==> src/rtl/ram_stream_reader_pkg.sv <==
// Shared definitions for the RAM-to-stream reader: controller state encoding
// and the output FIFO depth.
package ram_stream_reader_pkg;

  typedef enum logic [1:0] {
    ST_IDLE   = 2'd0,
    ST_STREAM = 2'd1,
    ST_FINISH = 2'd2
  } state_e;

  // Words the output FIFO can hold; it also bounds FIFO entries plus reads
  // in flight, which is what keeps backpressure lossless.
  localparam int unsigned FIFO_DEPTH = 2;

endpackage

==> src/rtl/ram_stream_reader_if.sv <==
// Stream channel (data, valid, ready, last) between the reader and its sink.
interface ram_stream_reader_if #(
  parameter int width = 8
) ();

  logic [width-1:0] m_tdata;
  logic             m_tvalid;
  logic             m_tready;
  logic             m_tlast;

  modport master (output m_tdata, m_tvalid, m_tlast, input m_tready);
  modport slave  (input m_tdata, m_tvalid, m_tlast, output m_tready);

endinterface

==> src/rtl/stream_skid_fifo.sv <==
// Two-entry first-word-fall-through FIFO. When empty, a word being pushed is
// visible at the head in the same cycle; if it is popped in that cycle it
// bypasses storage entirely. This lets one RAM word per cycle reach the
// stream with only two storage slots.
module stream_skid_fifo
  import ram_stream_reader_pkg::*;
#(
  parameter int width = 8
) (
  input  logic             clk,
  input  logic             rst,
  input  logic             push,
  input  logic [width-1:0] push_data,
  input  logic             pop,
  output logic [width-1:0] head_data,
  output logic             full,
  output logic             empty,
  output logic [1:0]       count
);

  logic [width-1:0] mem_q [FIFO_DEPTH];
  logic             wr_ptr_q, wr_ptr_d;
  logic             rd_ptr_q, rd_ptr_d;
  logic [1:0]       count_q, count_d;
  logic             stored;
  logic             bypass;
  logic             do_write;
  logic             do_read;

  // Pointer/occupancy bookkeeping and head/flag decode.
  always_comb begin
    // NOTE: every signal gets a default first so no path leaves one unassigned, which would infer a latch.
    stored    = (count_q != 2'd0);
    bypass    = push && !stored && pop;
    do_write  = push && !bypass;
    do_read   = pop && stored;
    wr_ptr_d  = wr_ptr_q ^ do_write;
    rd_ptr_d  = rd_ptr_q ^ do_read;
    count_d   = count_q + {1'b0, do_write} - {1'b0, do_read};
    head_data = stored ? mem_q[rd_ptr_q] : (push ? push_data : '0);
    empty     = !stored && !push;
    full      = (count_q == 2'(FIFO_DEPTH));
    count     = count_q;
  end

  // Control flops; async reset empties the FIFO.
  always_ff @(posedge clk or posedge rst) begin
    // NOTE: sequential state uses non-blocking assignments so every flop samples pre-edge values.
    if (rst) begin
      wr_ptr_q <= 1'b0;
      rd_ptr_q <= 1'b0;
      count_q  <= 2'd0;
    end else begin
      wr_ptr_q <= wr_ptr_d;
      rd_ptr_q <= rd_ptr_d;
      count_q  <= count_d;
    end
  end

  // Data storage.
  always_ff @(posedge clk) begin
    // NOTE: storage is not reset; count_q gates the head, so stale contents are never observed.
    if (do_write) mem_q[wr_ptr_q] <= push_data;
  end

endmodule

==> src/rtl/ram_stream_reader.sv <==
// Reads num_words consecutive RAM words from base_addr (wrapping) and sends
// them as a stream block, with tlast on the final beat and a done pulse after.
module ram_stream_reader
  import ram_stream_reader_pkg::*;
#(
  parameter int width      = 8,
  parameter int depth_bits = 2
) (
  input  logic                  clk,
  input  logic                  rst,
  input  logic                  start,
  input  logic [depth_bits-1:0] base_addr,
  input  logic [depth_bits:0]   num_words,
  output logic                  busy,
  output logic                  done,
  output logic                  read_en,
  output logic [depth_bits-1:0] read_addr,
  input  logic [width-1:0]      read_data,
  ram_stream_reader_if.master   m
);

  localparam logic [depth_bits:0] NUM_MAX = {1'b1, {depth_bits{1'b0}}};

  state_e                state_q, state_d;
  logic [depth_bits-1:0] addr_q, addr_d;
  logic [depth_bits:0]   left_q, left_d;
  logic                  inflight_q, inflight_d;
  logic                  inflight_last_q, inflight_last_d;

  logic                  start_ok;
  logic                  last_hs;
  logic                  fifo_pop;
  logic                  fifo_full;
  logic                  fifo_empty;
  logic [1:0]            fifo_count;
  logic [2:0]            occupancy;
  logic [width:0]        fifo_head;

  assign start_ok  = start && (num_words != '0) && (num_words <= NUM_MAX);
  assign last_hs   = m.m_tvalid && m.m_tready && m.m_tlast;
  assign fifo_pop  = m.m_tready && !fifo_empty;
  assign occupancy = {1'b0, fifo_count} + {2'b00, inflight_q};
  assign read_addr = addr_q;

  // Each word carries its tlast flag through the FIFO.
  stream_skid_fifo #(.width(width + 1)) u_fifo (
    .clk       (clk),
    .rst       (rst),
    .push      (inflight_q),
    .push_data ({inflight_last_q, read_data}),
    .pop       (fifo_pop),
    .head_data (fifo_head),
    .full      (fifo_full),
    .empty     (fifo_empty),
    .count     (fifo_count)
  );

  assign m.m_tvalid = !fifo_empty;
  assign m.m_tlast  = fifo_head[width];
  assign m.m_tdata  = fifo_head[width-1:0];

  // State register.
  always_ff @(posedge clk or posedge rst) begin
    if (rst) state_q <= ST_IDLE;
    else     state_q <= state_d;
  end

  // Next state: accept a valid start, finish on the last handshake.
  always_comb begin
    state_d = state_q;
    case (state_q)
      ST_IDLE:   if (start_ok) state_d = ST_STREAM;
      ST_STREAM: if (last_hs)  state_d = ST_FINISH;
      ST_FINISH: state_d = ST_IDLE;
      default:   state_d = ST_IDLE;
    endcase
  end

  // FSM outputs; read_en depends only on flops, never on m_tready.
  always_comb begin
    busy    = (state_q == ST_STREAM);
    done    = (state_q == ST_FINISH);
    read_en = (state_q == ST_STREAM) && (left_q != '0) && !fifo_full &&
              (occupancy < 3'(FIFO_DEPTH));
  end

  // Address / remaining-read counters and the in-flight tracker.
  always_comb begin
    addr_d          = addr_q;
    left_d          = left_q;
    inflight_d      = read_en;
    inflight_last_d = read_en && (left_q == (depth_bits + 1)'(1));
    if (state_q == ST_IDLE && start_ok) begin
      addr_d = base_addr;
      left_d = num_words;
    end else if (read_en) begin
      addr_d = addr_q + depth_bits'(1);
      left_d = left_q - (depth_bits + 1)'(1);
    end
  end

  // Datapath registers; reset abandons any block in progress.
  always_ff @(posedge clk or posedge rst) begin
    if (rst) begin
      addr_q          <= '0;
      left_q          <= '0;
      inflight_q      <= 1'b0;
      inflight_last_q <= 1'b0;
    end else begin
      addr_q          <= addr_d;
      left_q          <= left_d;
      inflight_q      <= inflight_d;
      inflight_last_q <= inflight_last_d;
    end
  end

endmodule

==> src/flat_wrapper.sv <==
// flat-port wrapper written by rule: the top's interface ports become plain ports
module ram_stream_reader_flat import ram_stream_reader_pkg::*;
#(
  parameter int width      = 8,
  parameter int depth_bits = 2
)
  (clk, rst, start, base_addr, num_words, busy, done, read_en, read_addr, read_data, m_m_tdata, m_m_tvalid, m_m_tlast, m_m_tready);
  ram_stream_reader_if #(.width(width)) m_i ();
  input  logic clk;
  input  logic rst;
  input  logic start;
  input  logic [depth_bits-1:0] base_addr;
  input  logic [depth_bits:0] num_words;
  output logic busy;
  output logic done;
  output logic read_en;
  output logic [depth_bits-1:0] read_addr;
  input  logic [width-1:0] read_data;
  output wire logic [$bits(m_i.m_tdata)-1:0] m_m_tdata;
  output wire logic [$bits(m_i.m_tvalid)-1:0] m_m_tvalid;
  output wire logic [$bits(m_i.m_tlast)-1:0] m_m_tlast;
  input wire logic [$bits(m_i.m_tready)-1:0] m_m_tready;
  assign m_m_tdata = m_i.m_tdata;
  assign m_m_tvalid = m_i.m_tvalid;
  assign m_m_tlast = m_i.m_tlast;
  assign m_i.m_tready = m_m_tready;
  ram_stream_reader #(.width(width), .depth_bits(depth_bits)) u_core (.clk(clk), .rst(rst), .start(start), .base_addr(base_addr), .num_words(num_words), .busy(busy), .done(done), .read_en(read_en), .read_addr(read_addr), .read_data(read_data), .m(m_i));
endmodule
==> config.mk <==
export PLATFORM = sky130hd
export DESIGN_NAME = ram_stream_reader_flat
export DESIGN_NICKNAME = d
export VERILOG_FILES = /design/src/rtl/ram_stream_reader_pkg.sv /design/src/rtl/ram_stream_reader_if.sv /design/src/rtl/stream_skid_fifo.sv /design/src/rtl/ram_stream_reader.sv /design/src/flat_wrapper.sv
export SDC_FILE = /design/constraint.sdc
export NUM_CORES = 1
export LEC_CHECK = 0
export CAP_MARGIN = 20
export CORE_MARGIN = 1.5
export CORE_UTILIZATION = 35
export CTS_BUF_LIST = sky130_fd_sc_hd__clkbuf_2 sky130_fd_sc_hd__clkbuf_4 sky130_fd_sc_hd__clkbuf_8
export CTS_CLUSTER_DIAMETER = 50
export DETAILED_ROUTE_END_ITERATION = 7
export PLACE_DENSITY = 0.65
export SLEW_MARGIN = 20
export SYNTH_ARGS = -nofsm -noshare
export SYNTH_HDL_FRONTEND = slang
export SYNTH_HIERARCHICAL = 1
export SYNTH_SLANG_ARGS = --single-unit
==> constraint.sdc <==
create_clock -name clk -period 1.9 [get_ports clk]
set_input_delay 0.38 -clock clk [delete_from_list [all_inputs] [get_ports clk]]
set_output_delay 0.38 -clock clk [all_outputs]
set_load 0.02 [all_outputs]
==> results of run 1 <==
what timing repair did:
action | in CTS | in global routing
setup buffers | 0 | 0
setup endpoints to repair | 31 | 9
gates resized for setup | 46 | 15
hold endpoints to repair | 0 | 0
worst max-delay path: cells and delay by family (launching register included):
| kind | cells | cell delay [ns] |
|---|---|---|
| flops | 1 | 0.44 |
| compound gates | 1 | 0.24 |
| xor+xnor | 2 | 0.31 |
| buf+inv | 3 | 0.36 |
| fa+ha+maj | 2 | 0.44 |
power groups by stage:
stage               combinational, mW  clock [mW]  sequential (mW)
global route                     2.01       0.651             1.15
CTS                              1.85       0.618             1.11
floorplan                        1.11           0             1.08
finish                           1.84       0.604             1.12
detailed placement               1.89           0             1.09
global placement                 1.83           0             1.09
kinds of logic (layout without fill, tap and decap cells):
kind of cell / count (synthesis) / in the layout / share of synthesized area, %
fa+ha+maj: 7 / 7 / 5.77
xor+xnor: 5 / 5 / 2.88
compound gates: 10 / 10 / 4.86
flops: 31 / 31 / 57.0
buf+inv: 14 / 72 / 4.78
mux: 22 / 22 / 14.6
simple gates: 28 / 28 / 10.1
flip-flops by register name, indices dropped and copies added (netlist names):
name / cells
u_core/u_fifo/wr_ptr_q: 1
u_core/read_addr: 2
u_core/inflight_last_q: 1
u_core/inflight_q: 1
u_core/left_q: 3
u_core/u_fifo/rd_ptr_q: 1
u_core/u_fifo/count: 2
u_core/u_fifo/mem_q: 18
u_core/state_q: 2
worst max-delay path by stage:
stage	to
3_3_place_gp	m_m_tdata[3]
2_1_floorplan	u_core/u_fifo/count[1]
5_1_grt	u_core/u_fifo/count[1]
3_5_place_dp	u_core/u_fifo/mem_q[1][1]
6_report	u_core/u_fifo/count[1]
4_1_cts	m_m_tdata[7]
through the flow:
step / hold WS, ns / TNS [ns] / worst slack, ns
after global placement: 0.450 / -3.20 / -0.129
after detailed placement: 0.474 / -4.84 / -0.192
after floorplan: 0.146 / 0 / 0.0459
after global routing: 0.376 / -0.171 / -0.0713
after CTS: 0.343 / -0.00662 / -0.00462
final: 0.340 / 0 / 0.0360
final cells by class:
class | instances | area [sq um] | share of cell area, %
flip-flops and latches | 31 | 868 | 40.4
multi-input cells | 72 | 622 | 29.0
repair buffers | 54 | 449 | 20.9
clock buffers | 5 | 68.8 | 3.21
well taps | 50 | 62.6 | 2.91
clock inverters | 3 | 38.8 | 1.81
inverters | 10 | 37.5 | 1.75
cells in the final DEF, fill, tap and decap left out, drive strengths merged, types with 3 or more instances in the layout:
cell type / count
nand2: 12
nor2b: 4
clkbuf: 5
dfrtp: 13
clkdlybuf4s50: 19
edfxtp: 18
inv: 10
o21ai: 4
mux2i: 21
buf: 33
ha: 7
nor3b: 3
xnor2: 4
per-layer routing:
layer | up-vias | routed length (microns) | GRT usage, %
met2 | 30 | 1450 | 26.8
met1 | 493 | 1180 | 15.0
li1 | 528 | - | -
met5 | - | 0 | 0
met3 | 5 | 154 | 3.08
met4 | 0 | 45 | 6.62
==> metrics.cfg, run 1 <==
[placed_design]
gp_congestion=0.775
place_hpwl_microns=2270
placed_area_sq_um=2030
io_buffers=31
placed_cells=217

[sta]
hold_viol_final=0
clock_skew_ns=0.00623
max-slew-margin-rel_pct=76.8
setup_violations=0
post-route-min-period_ns=1.86
clock.fmax_ghz=0.536
drv_slew=0
min_period_over_period_pct=98.1
grt_setup_unrepaired=true
worstMarginPinSlew_ns=0.348

[worst_setup_path]
end_kind=flop
rrSetupSlack_ns=0.04
reg2regPathDepth=8
cp_max_fo=7
crit_start=u_core/inflight_q
path_cells=buf_4 -> buf_4 -> a21bo_2 -> ha_1 -> inv_1 -> ha_1 -> xnor2_1 -> xnor2_1
critPathMaxStageDelay_ns=0.44
required_ns=2.09
critPathKind=flop to flop
r2r_start=u_core/inflight_q
start_kind=flop
cpMaxStageDelayCell=dfrtp_1
worstReg2RegEnd=u_core/u_fifo/count[1]
arrival_ns=2.06

[status]
status=finished, final reports clean

[grt]
grt_max_degree=11
grt_pass1_wl_microns=4780
antenna_found_initial=0
overflow=0
grt_pass1_vias=1086
gr-usage-all-layers_pct=14.2

[logic_synthesis]
netlist_top_cells_count=mux2i_1, edfxtp_1, dfrtp_1
synth_edf_count=18
syn-cell-area_sq_um=1520
ys_ff_latch=31
ys_types=29
syn_inst=117
post-synth-top-count-cell=mux2i_1
syn_nets=141
async_flop_share_pct=41.9
synth_flop_cell=edfxtp_1
synth_area_leader_cell=edfxtp_1
synth_area_leaders=edfxtp_1, dfrtp_1, mux2i_1
ys_seq_area_share_pct=57.0
yosys_warnings=6
post-synth-top-area-fraction_pct=35.6
syn_avg_cell_area_sq_um=13.0

[clocking]
path_clk_slew_ns=0.06
hold_buffers=0
clockRootBuffer=clkbuf_8
cts_buffers=5
clockBufferDepth=2
cts_tree=built
h-tree-depth=2
clock_sinks=31
clk_latency_ns=0.27

[power]
internal_power_mw=2.26
power_density_nw_per_um2=1660
clkPwrFrac_pct=16.9
p_sw_mw=1.30
share_comb_of_total_power_pct=51.7
ir_drop_mv=0.783
p_leak_nw=0.935
seq_power_share_pct=31.3
total_power_mw=3.56
p_sw_share_pct=36.6

[finish]
fill_cells=383
diodes=0
final_layout_size_suffix_gt1_share_pct=30.9
utilization_pct=52.5
fin_area_sq_um=2150
fin_nets=198
finalNonFillerCells=225
syn2layout_area_growth_pct=41.4

[route]
drt-total-wl_microns=2820
wl_per_cell_microns=12.6
viasPerCell=4.69
firstDrtPassIters=2
routed-via-count=1056
drt_iter0_drc=18
drc=0
antenna_left=0

[run]
max_cap_viol_count=0

[die]
dieWidth_microns=68.9
rows=23
initial_core_util_pct=37.2
die_y_microns=68.9
core_area_sq_um=4090
ioPinCount=32
dieArea_sq_um=4740

[min_path]
hold_class=input pin to asynchronous set/reset pin

No activity file was read; power rests on OpenSTA's default activity.
==> run 2, diff against run 1 <==
==> constraint.sdc (replaced) <==
create_clock -name clk -period 1.6 [get_ports clk]
set_input_delay 0.32 -clock clk [delete_from_list [all_inputs] [get_ports clk]]
set_output_delay 0.32 -clock clk [all_outputs]
set_load 0.02 [all_outputs]
==> run 2 against run 1 <==
Net effect: the flow now finishes with violations (negative setup slack); final cell count is 9.8% higher; combinational power up 69%; critical path depth rose by 1; setup slack worse by 0.35 ns; clock skew is 0.00065 ns lower; sequential share of layout area is 5.1 points lower; clock power shrank 10%; total power rose by 39%; fmax decreased by 2.5%; global-route usage up 1.1 points; largest cell class unchanged; highest routed layer unchanged.
==> metrics.cfg, run 2 (same netlist as run 1, synthesis figures left out) <==
[status]
status=finished, violations left  ; was finished, final reports clean
violations=negative setup slack

[worst_setup_path]
critPathMaxStageDelay_ns=0.42  ; was 0.44 ns
path_common_cell=ha_4
arrival_ns=2.07  ; was 2.06 ns
required_ns=1.76  ; was 2.09 ns
critPathKind=flop to flop  ; unchanged
end_kind=flop  ; unchanged
cpMaxStageDelayCell=dfrtp_2  ; was dfrtp_1
path_cells=buf_6 -> nor3_4 -> nor2b_4 -> a21bo_2 -> ha_4 -> inv_2 -> ha_4 -> xnor2_4 -> xnor2_1  ; was buf_4 -> buf_4 -> a21bo_2 -> ha_1 -> inv_1 -> ha_1 -> xnor2_1 -> xnor2_1
cp_max_fo=4  ; was 7
start_kind=flop  ; unchanged

[sta]
clock_skew_ns=0.00558  ; was 0.00623 ns
hold_viol_final=0  ; unchanged
setup_violations=36  ; was 0
min_period_over_period_pct=119  ; was 98.1%
max-slew-margin-rel_pct=75.5  ; was 76.8%
clock.fmax_ghz=0.523  ; was 0.536 GHz
setup_ws_ns=-0.311  ; was 0.0360 ns
drv_slew=0  ; unchanged
worstMarginPinSlew_ns=0.367  ; was 0.348 ns
tns_ns=-8.12  ; was 0 ns
post-route-min-period_ns=1.91  ; was 1.86 ns
grt_setup_unrepaired=true  ; unchanged

[clocking]
clk_latency_ns=0.27  ; about the same
path_clk_slew_ns=0.06  ; about the same
hold_buffers=0  ; unchanged
cts_buffers=5  ; unchanged
clock_sinks=31  ; unchanged
clockRootBuffer=clkbuf_8  ; unchanged
clockBufferDepth=2  ; unchanged
h-tree-depth=2  ; unchanged
cts_tree=built  ; unchanged

[grt]
gr-usage-met3_pct=4.71  ; was 3.08%
antenna_found_initial=0  ; unchanged
grt_pass1_wl_microns=5140  ; was 4780 microns
gr-usage-all-layers_pct=15.4  ; was 14.2%
grt_use_met1_pct=14.1  ; was 15.0%
overflow=0  ; unchanged
grt_max_degree=10  ; was 11
grt_pass1_vias=1200  ; was 1086
busiest_layer=met2  ; unchanged
grtUsageMet2_pct=30.6  ; was 26.8%

[route]
viasPerCell=4.73  ; was 4.69
drc=0  ; unchanged
drt-total-wl_microns=3290  ; was 2820 microns
routed-via-count=1168  ; was 1056
drt_iter0_drc=22  ; was 18
firstDrtPassIters=4  ; was 2
antenna_left=0  ; unchanged
wl_per_cell_microns=13.3  ; was 12.6 microns

[power]
ir_drop_mv=1.04  ; was 0.783 mV
internal_power_mw=3.15  ; was 2.26 mW
p_sw_mw=1.81  ; was 1.30 mW
share_comb_of_total_power_pct=62.8  ; was 51.7%
p_leak_nw=1.09  ; was 0.935 nW
p_sw_share_pct=36.5  ; was 36.6%
power_density_nw_per_um2=2010  ; was 1660 nW/um^2
seq_power_share_pct=26.2  ; was 31.3%
clkPwrFrac_pct=11.0  ; was 16.9%

[finish]
reg_top3=u_core/u_fifo/mem_q x18, u_core/left_q x3  ; unchanged
final_layout_size_suffix_gt1_share_pct=45.2  ; was 30.9%
final_common_cell=buf_4  ; unchanged
fin_nets=221  ; was 198
largest_reg_flops=18  ; unchanged
mostFrequentLayoutCells=buf_4, mux2i_1, edfxtp_1  ; was buf_4, mux2i_1, clkdlybuf4s50_1
diodes=0  ; unchanged
syn2layout_area_growth_pct=61.9  ; was 41.4%
regMostFlops=u_core/u_fifo/mem_q  ; unchanged

[run]
max_cap_viol_count=0  ; unchanged

[die]
initial_core_util_pct=37.2  ; unchanged
dieArea_sq_um=4740  ; unchanged
rows=23  ; unchanged
dieWidth_microns=68.9  ; unchanged
ioPinCount=32  ; unchanged
core_area_sq_um=4090  ; unchanged
die_y_microns=68.9  ; unchanged

[placed_design]
io_buffers=31  ; unchanged
place_ws_ns=-0.375  ; was -0.192 ns
gp_congestion=0.763  ; was 0.775
place_hpwl_microns=2500  ; was 2270 microns

[min_path]
hold_class=input pin to asynchronous set/reset pin  ; unchanged

==> run 2: cell count changes in the layout (fill, tap and decap cells not counted), moves of 2 or more <==
cell	delta
ha_4	+4
buf_4	+16
buf_12	+2
nor2b_4	+2
buf_2	-4
ha_2	-2
clkdlybuf4s50_1	-3
inv_2	+4
inv_1	-4
ha_1	-2
xnor2_1	-2
o21ai_0	-2
buf_6	+10
==> run 2: final timing paths <==
path | startpoint | cells after the start | slack [ns] | endpoint
max | u_core/u_fifo/count[1] | 9 | -0.31 | u_core/u_fifo/count[1]
min | rst | 2 | 0.27 | u_core/u_fifo/count[0]
max reg2reg | u_core/u_fifo/count[1] | 9 | -0.31 | u_core/u_fifo/count[1]
min reg2reg | u_core/inflight_last_q | 0 | 0.48 | u_core/u_fifo/mem_q[0][8]
max in group asynchronous | rst | 2 | 0.99 | u_core/read_addr[1]
min in group clk | u_core/inflight_last_q | 0 | 0.48 | u_core/u_fifo/mem_q[0][8]
==> run 2: stage by stage <==
step	cell area (sq um)	cells	hold WS (ns)	power, mW	util, %
6_report	2460	247	0.265	4.95	60.2
5_1_grt	2460	247	0.288	5.30	60.2
4_1_cts	2320	240	0.260	4.58	56.9
3_5_place_dp	2180	231	0.470	3.87	53.4
3_3_place_gp	2180	231	0.449	3.77	53.4
2_1_floorplan	1550	117	0.0860	2.67	-
==> run 2: timing repair <==
action,4_1_cts,5_1_grt
resized for setup,81,17
setup buffers,3,8
setup endpoints to repair,38,35
cloned,0,0
pin swaps,5,5
==> run 2: power groups by stage <==
stage	combinational [mW]	sequential, mW	clock, mW
floorplan	1.37	1.30	0
global placement	2.49	1.28	0
detailed placement	2.57	1.30	0
CTS	2.73	1.29	0.558
global route	3.37	1.33	0.596
finish	3.11	1.30	0.543
==> run 2: final cells by class <==
| cell class | instances | area, sq um |
|---|---|---|
| Fill cell | 359 | 1630 |
| Sequential cell | 31 | 868 |
| Multi-Input combinational cell | 72 | 719 |
| Timing Repair Buffer | 77 | 693 |
| Clock buffer | 5 | 68.8 |
| Tap cell | 50 | 62.6 |
| Inverter | 10 | 37.5 |
| Clock inverter | 2 | 8.76 |
==> run 2: worst max-delay path: cells and delay by family, from the launching register on <==
family / cells / cell delay (ns)
fa+ha+maj: 2 / 0.43
flops: 1 / 0.42
simple gates: 2 / 0.30
xor+xnor: 2 / 0.24
compound gates: 1 / 0.22
buf+inv: 2 / 0.17
==> run 2: per-layer routing <==
layer / part of all wire (%) / vias up
li1: - / 572
met1: 36 / 556
met2: 57 / 35
met3: 5.0 / 5
met4: 2.0 / 0
met5: 0 / -
